[src/rtl/huffman_encoder.sv]
// Fixed-table prefix encoder: 8-bit symbol -> {4-bit length, 12-bit LSB-aligned codeword}.
// One symbol per enabled clock, single output register, no backpressure.
module huffman_encoder (
  input  logic        clk,
  input  logic        rst,
  input  logic        enable,
  input  logic [7:0]  data_in,
  output logic [15:0] data_out
);

  localparam int unsigned SYM_W  = 8;
  localparam int unsigned LEN_W  = 4;
  localparam int unsigned CODE_W = 12;
  localparam int unsigned OUT_W  = LEN_W + CODE_W;

  logic [LEN_W-1:0]  len_c;
  logic [CODE_W-1:0] code_c;
  logic [SYM_W-1:0]  off_c;

  // Class is picked by the highest set bit group; offsets keep the subtraction in range.
  always_comb begin
    len_c  = 4'd0;
    code_c = 12'd0;
    off_c  = 8'd0;
    if (data_in[7:6] != 2'b00) begin
      off_c  = data_in - 8'd64;
      len_c  = 4'd11;
      code_c = {1'b0, 3'b111, off_c};
    end else if (data_in[5:4] != 2'b00) begin
      off_c  = data_in - 8'd16;
      len_c  = 4'd9;
      code_c = {3'b000, 3'b110, 6'(off_c)};
    end else if (data_in[3:2] != 2'b00) begin
      off_c  = data_in - 8'd4;
      len_c  = 4'd6;
      code_c = {6'b000000, 2'b10, 4'(off_c)};
    end else begin
      len_c  = 4'd3;
      code_c = {9'd0, 1'b0, data_in[1:0]};
    end
  end

  always_ff @(posedge clk or posedge rst) begin
    if (rst) begin
      data_out <= OUT_W'(0);
    end else if (enable) begin
      data_out <= {len_c, code_c};
    end
  end

endmodule

[config.mk]
export PLATFORM = sky130hd
export DESIGN_NAME = huffman_encoder
export DESIGN_NICKNAME = d
export VERILOG_FILES = /design/src/rtl/huffman_encoder.sv
export SDC_FILE = /design/constraint.sdc
export NUM_CORES = 1
export LEC_CHECK = 0
export CAP_MARGIN = 10
export CELL_PAD_IN_SITES_DETAIL_PLACEMENT = 0
export CELL_PAD_IN_SITES_GLOBAL_PLACEMENT = 1
export CORE_AREA = 4 4 48 50
export CTS_BUF_LIST = sky130_fd_sc_hd__clkbuf_4 sky130_fd_sc_hd__clkbuf_8
export DETAILED_ROUTE_END_ITERATION = 10
export DIE_AREA = 0 0 52 54
export HOLD_SLACK_MARGIN = 0.12
export PLACE_DENSITY = 0.78
export SYNTH_ARGS = -nofsm -noshare
export SYNTH_HDL_FRONTEND = slang
export SYNTH_SLANG_ARGS = --single-unit
[constraint.sdc]
create_clock -name clk -period 2.25 [get_ports clk]
set_input_delay 0.3375 -clock clk [delete_from_list [all_inputs] [get_ports clk]]
set_output_delay 0.3375 -clock clk [all_outputs]
set_load 0.01 [all_outputs]
==> Yosys cells after proc, flatten, opt, wreduce, memory -nomap -nowiden <==
Index checks and enable logic that the tools add are counted.
{ "word_totals": {"register_bits": 16, "inputBits": 11, "out_inout_bits": 16, "elab_cells": 13} }
{ "classes": {"addsub": 3, "muxes": 6, "reduce_logical": 3} }
{ "op_table": {"columns": ["op", "n"], "rows": [
  ["2-to-1 mux 11 bit", 1],
  ["2-to-1 mux 9 bit", 1],
  ["2-to-1 mux 4 bit", 2],
  ["subtractor 8 x 7 -> 8 bit (second input constant)", 1],
  ["2-to-1 mux 6 bit", 1],
  ["nonzero test 2 bit", 3],
  ["subtractor 6 x 5 -> 6 bit (second input constant)", 1],
  ["subtractor 4 x 3 -> 4 bit (second input constant)", 1],
  ["2-to-1 mux 3 bit", 1]
]} }

==> Depth between registers and ports, before layout <==
Gate-level depths: netlist of the first run.
{ "depth": {"word_depth": 4, "depth_mapped": 4} }

==> Worst setup path after synthesis of the first run <==
No wires, ideal clock.
{ "synth_timing": {"path_kind": "input to register", "from": "input port data_in[7]", "to": "register data_out[2]", "setup_time_ps": 126, "arrival_time_ps": 978, "required_ps": 2124, "slack_ps": 1146, "stages": 3, "cell_sequence": "nor4_4 nor2_1 a221o_1"} }
{ "synth_via": {"elab_chain_len": 2} }
{ "synth_lines": {"columns": ["item", "line", "text"], "rows": [
  ["start: declaration", "7", "input logic [7:0] data_in,"],
  ["nonzero test 2 bit", "25", "if (data_in[7:6] != 2'b00) begin"],
  ["2-to-1 mux 11 bit", "25", null],
  ["end signal: assignment", "47", "data_out <= {len_c, code_c};"],
  ["end: declaration", "8", "output logic [15:0] data_out"]
]} }
No other way between the ends.
A chain may end at the register's enable or synchronous reset.

==> Worst setup path after layout of the first run <==
{ "layout_timing": {"from": "register data_out[2]", "to": "output port data_out[2]"} }
No word-level cell between the ends.

==> results of run 1 <==
-- layout make-up --
cell class / count / area [um^2]
Inverter: 4 / 15.0
Sequential cell: 13 / 325
Timing Repair Buffer: 26 / 258
Clock buffer: 4 / 30.0
Multi-Input combinational cell: 33 / 211
Tap cell: 27 / 33.8
Fill cell: 178 / 1030
-- through the flow --
stage	utilization [%]	instance area (um^2)
floorplan	-	584
global placement	44.3	843
detailed placement	44.3	843
CTS	45.9	873
global route	45.9	873
finish	45.9	873
-- power groups by stage --
stage          clock [mW]  combinational [mW]  sequential (mW)
2_1_floorplan           0              0.0380            0.276
3_3_place_gp            0               0.116            0.267
3_5_place_dp            0               0.116            0.267
4_1_cts             0.160               0.116            0.263
5_1_grt             0.170               0.123            0.265
6_report            0.152               0.114            0.262
-- cells in the mapped netlist (all sizes together) --
master    n
dfrtp    13
nor2      7
buf       5
inv       4
nand2     4
mux2      3
o21ai     3
a21oi     2
a31oi     2
a221o     1
conb      1
nand2b    1
nand3     1
nand3b    1
nor2b     1
nor4      1
o211ai    1
o21a      1
o22ai     1
o2bb2ai   1
o311ai    1
-- layer usage --
layer / global-route usage (%) / vias to the layer above / wire length (um)
met5: 0 / - / 0
met4: 6.55 / 0 / 23
met3: 2.77 / 4 / 125
met2: 13.6 / 19 / 504
met1: 11.5 / 226 / 544
li1: - / 237 / -
-- path summary, 6_finish.rpt --
path                                           from                       end  slack [ns]  cells after the start
max                         data_out[2]$_DFFE_PP0P_               data_out[2]        0.72                      1
min                                             rst  data_out[12]$_DFFE_PP0P_        0.39                      2
max reg2reg                 data_out[2]$_DFFE_PP0P_   data_out[2]$_DFFE_PP0P_        1.40                      1
min reg2reg                data_out[12]$_DFFE_PP0P_  data_out[12]$_DFFE_PP0P_        0.49                      1
max in group asynchronous                       rst   data_out[0]$_DFFE_PP0P_        1.52                      2
min in group clk           data_out[12]$_DFFE_PP0P_  data_out[12]$_DFFE_PP0P_        0.49                      1
-- logic make-up (layout without fill, tap and decap cells) --
family / count (synthesis) / count (layout) / synth area share (%)
AOI/OAI and AO/OA: 13 / 13 / 14.8
DFF: 13 / 13 / 55.7
other: 1 / 1 / 0.642
and+or+nand+nor: 16 / 16 / 15.0
muxes: 3 / 3 / 5.78
buffers and inverters: 9 / 34 / 8.14
==> key figures, run 1 <==
Pwr
  • Pwr dens: 605 mW/mm^2
  • IR drop worst, VDD: 0.000197 V
  • P_int: 0.399 mW
  • Comb power frac: 21.6%
  • Sw Share: 24.4%
  • Sequential Power Share: 49.6%
  • Clock share of power: 28.8%
  • Switching power total: 0.129 mW
  • Design Power: 0.528 mW
  • Leak: 0.353 nW

STA
  • Clk_skew: 0 ns
  • Tightest Pin Transition: 0.500 ns
  • Total negative slack: 0 ns
  • Max Slew Vio Count: 0
  • Final setup violation count: 0
  • PnR worst setup slack: 0.722 ns
  • Min Tclk post-route: 1.53 ns
  • Unrepaired setup endpoints after global routing: false
  • Final hold vios: 0
  • Max Clock Freq: 654 MHz
  • Max-slew headroom: 66.6%
  • Worst hold slack: 0.393 ns
  • Final period util: 67.9%

Min path
  • Worst hold path class: in -> async

Cells and area
  • Final net count: 92
  • Max reg flops: 13
  • Most common cell after layout, fill and taps aside: clkdlybuf4s50_1
  • Top Registers: data_out x13
  • Most frequent cells in the layout: 25 x clkdlybuf4s50_1, 13 x dfrtp_1, 7 x nor2_1
  • Biggest register: data_out
  • Inserted Diodes: 0
  • Finished Layout Cells: 107
  • Layout cells sized above 1: 11.3%
  • Area Overhead vs Synth: 49.5%

Routing
  • Via Count: 486
  • DR pass1 iterations: 4
  • Final antenna-violating net count: 0
  • Drt wl/cell: 11.2 um
  • Drt first-iter violations: 5
  • Via density: 4.54
  • Detailed Route WL: 1200 um
  • Residual DRC: 0

Synthesis
  • Number of synthesized register bits: 13
  • Avg Cell Area, Syn: 10.6 um^2
  • Netlist cell types: 22
  • Post-Syn Instances: 55
  • Yosys warns: 0
  • Post-Syn Area: 584 um^2
  • Sequential-to-total area share from yosys stat: 55.7%
  • Top cells by area, synth: dfrtp_1 56%, mux2_2 5.8%, nor2_1 4.5%
  • Mapped Nets: 66
  • Share of Yosys cell area claimed by the top area cell type: 55.7%
  • Dominant cell type by area after synthesis: dfrtp_1

Clock tree
  • CTS H-Tree Depth: 1
  • Post-CTS Hold Fix Bufs: 0
  • Worst-Skew Late Latency: 0.27 ns
  • Clk pin slew, worst setup/hold paths: 0.07 ns
  • Post_cts resized: 0
  • Post-CTS Setup Inserts: 0
  • TritonCTS Sinks: 13
  • Clk buf depth: 2
  • TritonCTS Buffers: 3
  • Root Driver: clkbuf_4
  • CTS tree: yes

Placed design
  • DPL Wire Length: 950 um
  • Placer Congestion: 0.689
  • Place WS: 0.503 ns
  • Port Buf Inserts: 25
  • Placed Cells: 103

Setup path
  • CP max stage delay: 0.55 ns
  • CP max-delay cell: clkdlybuf4s50_1
  • Setup crit end kind: primary output
  • Top cell family by delay on the critical path: buffers and inverters
  • Crit start category: flip-flop
  • Bufs and invs on worst path: 1
  • Critical Path Fanout Max: 2
  • Required time of the critical path: 1.91 ns
  • Setup CP Type: reg -> out
  • Critical Path AT: 1.19 ns
  • Critical path cell sequence: clkdlybuf4s50_1

Die
  • Site row count: 16
  • Die W: 52 um
  • Total die area: 0.00281 mm^2
  • # IOs: 27
  • DIE HEIGHT: 54 um
  • Core Region: 0.00190 mm^2
  • Initial core utilization: 30.7%

Run status
  • Status: complete, no violations

Global route
  • GRT Util Overall: 9.26%
  • Grt ovf: 0
  • Vias in the first global route: 431
  • Initial antenna violation count: 0
  • Largest net degree at the start of global routing: 14
  • First-pass GRT wire length: 1890 um

Flow run
  • Max cap viols: 0
(Power assumes the default switching activity.)
==> run 2: changes to the inputs <==
- CORE_AREA: 4 4 48 50 -> 4 4 52 54
- DIE_AREA: 0 0 52 54 -> 0 0 56 58
- PLACE_DENSITY: 0.78 -> 0.69
- clock period: 2.25 -> 1.4 ns (I/O delays scaled with it)
==> run 2 against run 1 <==
Die area up 16%. Critical path depth up 3. Global-route usage about the same. Clock-buffer cell count unchanged. Sequential cell count unchanged. Setup slack worse by 0.57 ns. Wire length up 15%. Largest cell class unchanged. Clock power up 70%. Sequential power up 60%.
==> key figures, run 2 (synthesis results as in run 1) <==
Clock tree
  • TritonCTS Buffers: 3
  • CTS tree: yes
  • Post-CTS Setup Inserts: 0
  • Worst-Skew Late Latency: 0.28 ns
  • Clk buf depth: 2
  • Root Driver: clkbuf_4
  • Clk pin slew, worst setup/hold paths: 0.08 ns
  • CTS H-Tree Depth: 1
  • Post-CTS Hold Fix Bufs: 0
  • TritonCTS Sinks: 13

Global route
  • Top Usage Layer GRT: met2
  • Met3 usage: 2.67%
  • Largest net degree at the start of global routing: 22
  • Vias in the first global route: 522
  • Met2 usage: 15.5%
  • GRT Util Overall: 9.25%
  • Met1 GRT Util: 9.81%
  • First-pass GRT wire length: 2290 um
  • Grt ovf: 0
  • Initial antenna violation count: 0

Setup path
  • Bufs and invs on worst path: 1
  • Crit start category: input pin
  • Critical Path Fanout Max: 5
  • Critical path cell sequence: clkdlybuf4s50_1, nor4_4, nor2_1, a221o_1
  • CP max stage delay: 0.51 ns
  • Setup CP Type: in -> reg
  • Critical Path AT: 1.41 ns
  • Required time of the critical path: 1.57 ns
  • CP max-delay cell: clkdlybuf4s50_1
  • Top cell family by delay on the critical path: buffers and inverters
  • Setup crit end kind: flip-flop
  • Flop2flop setup slack: 0.54 ns

Die
  • Die W: 56 um
  • Total die area: 0.00325 mm^2
  • Initial core utilization: 26.4%
  • Core Region: 0.00221 mm^2
  • DIE HEIGHT: 58 um
  • # IOs: 27
  • Site row count: 17

Pwr
  • Clock share of power: 30.0%
  • P_int: 0.639 mW
  • Pwr dens: 927 mW/mm^2
  • Sw Share: 26.0%
  • Sequential Power Share: 48.7%
  • Switching power total: 0.224 mW
  • IR drop worst, VDD: 0.000603 V
  • Leak: 0.453 nW
  • Comb power frac: 21.4%

Min path
  • Worst hold path class: in -> async

Cells and area
  • Top Registers: data_out x13
  • Fin util: 42.1%
  • Most common cell after layout, fill and taps aside: dfrtp_1
  • Inserted Diodes: 0
  • Most frequent cells in the layout: 13 x dfrtp_1, 10 x clkdlybuf4s50_1, 8 x dlygate4sd2_1
  • Biggest register: data_out
  • Final net count: 97
  • Layout cells sized above 1: 16.5%
  • Max reg flops: 13
  • Area Overhead vs Synth: 59.5%

Routing
  • Via density: 4.54
  • Residual DRC: 0
  • DR pass1 iterations: 2
  • Final antenna-violating net count: 0
  • Drt first-iter violations: 8
  • Via Count: 513
  • Detailed Route WL: 1370 um
  • Drt wl/cell: 12.2 um

Run status
  • Status: complete, no violations

STA
  • Worst hold slack: 0.187 ns
  • Min Tclk post-route: 1.25 ns
  • Clk_skew: 0 ns
  • Max Slew Vio Count: 0
  • Final hold vios: 0
  • Unrepaired setup endpoints after global routing: false
  • Final setup violation count: 0
  • Final period util: 89.0%
  • Max Clock Freq: 802 MHz

Placed design
  • Port Buf Inserts: 25
  • Placer Congestion: 0.798
  • DPL Wire Length: 1070 um

Flow run
  • Max cap viols: 0
run 2: cell count changes in the layout (fill, tap and decap cells not counted), sizes merged:
cell	previous run	this run
dlymetal6s2s	0	7
clkdlybuf4s50	25	10
buf	1	6
dlygate4sd2	0	8
run 2: path summary, 6_finish.rpt:
kind                                       endpoint                startpoint  cells after the start
max                         data_out[2]$_DFFE_PP0P_                data_in[5]                      4
min                         data_out[6]$_DFFE_PP0P_                       rst                      3
max reg2reg                 data_out[2]$_DFFE_PP0P_   data_out[2]$_DFFE_PP0P_                      1
min reg2reg                data_out[12]$_DFFE_PP0P_  data_out[12]$_DFFE_PP0P_                      1
max in group asynchronous   data_out[5]$_DFFE_PP0P_                       rst                      3
min in group clk           data_out[12]$_DFFE_PP0P_  data_out[12]$_DFFE_PP0P_                      1
run 2: through the flow:
step | power, mW | worst slack, ns | cell area [um^2] | cells | TNS [ns]
global route | 0.917 | 0.0728 | 932 | 113 | 0
floorplan | 0.504 | 0.423 | 584 | 55 | 0
detailed placement | 0.633 | -0.131 | 895 | 109 | -0.519
finish | 0.864 | 0.153 | 932 | 113 | 0
global placement | 0.632 | -0.105 | 895 | 109 | -0.423
CTS | 0.882 | 0.000632 | 915 | 113 | 0
run 2: power by group through the flow:
stage               logic (mW)  clock network (mW)  registers (mW)
floorplan               0.0611                   0           0.443
global placement         0.203                   0           0.430
detailed placement       0.203                   0           0.430
CTS                      0.193               0.267           0.422
global route             0.204               0.287           0.426
finish                   0.184               0.259           0.420
run 2: area by class of cell:
class / count / area, um^2
inverter: 4 / 15.0
clock buffer: 4 / 30.0
sequential: 13 / 325
tap: 28 / 35.0
fill: 231 / 1280
timing repair buffer: 31 / 315
multi-input combinational: 33 / 211
run 2: routing by layer:
| metal | up-vias | part of all wire [%] |
|---|---|---|
| met1 | 238 | 44 |
| met4 | 0 | 3.4 |
| met5 | - | 0 |
| met2 | 23 | 44 |
| li1 | 247 | - |
| met3 | 5 | 9.0 |
run 2: repair_timing:
item	4_1_cts	5_1_grt
hold endpoints to repair	0	0
endpoints found under the setup margin	8	7
gates cloned	0	0
gates resized for setup	8	7
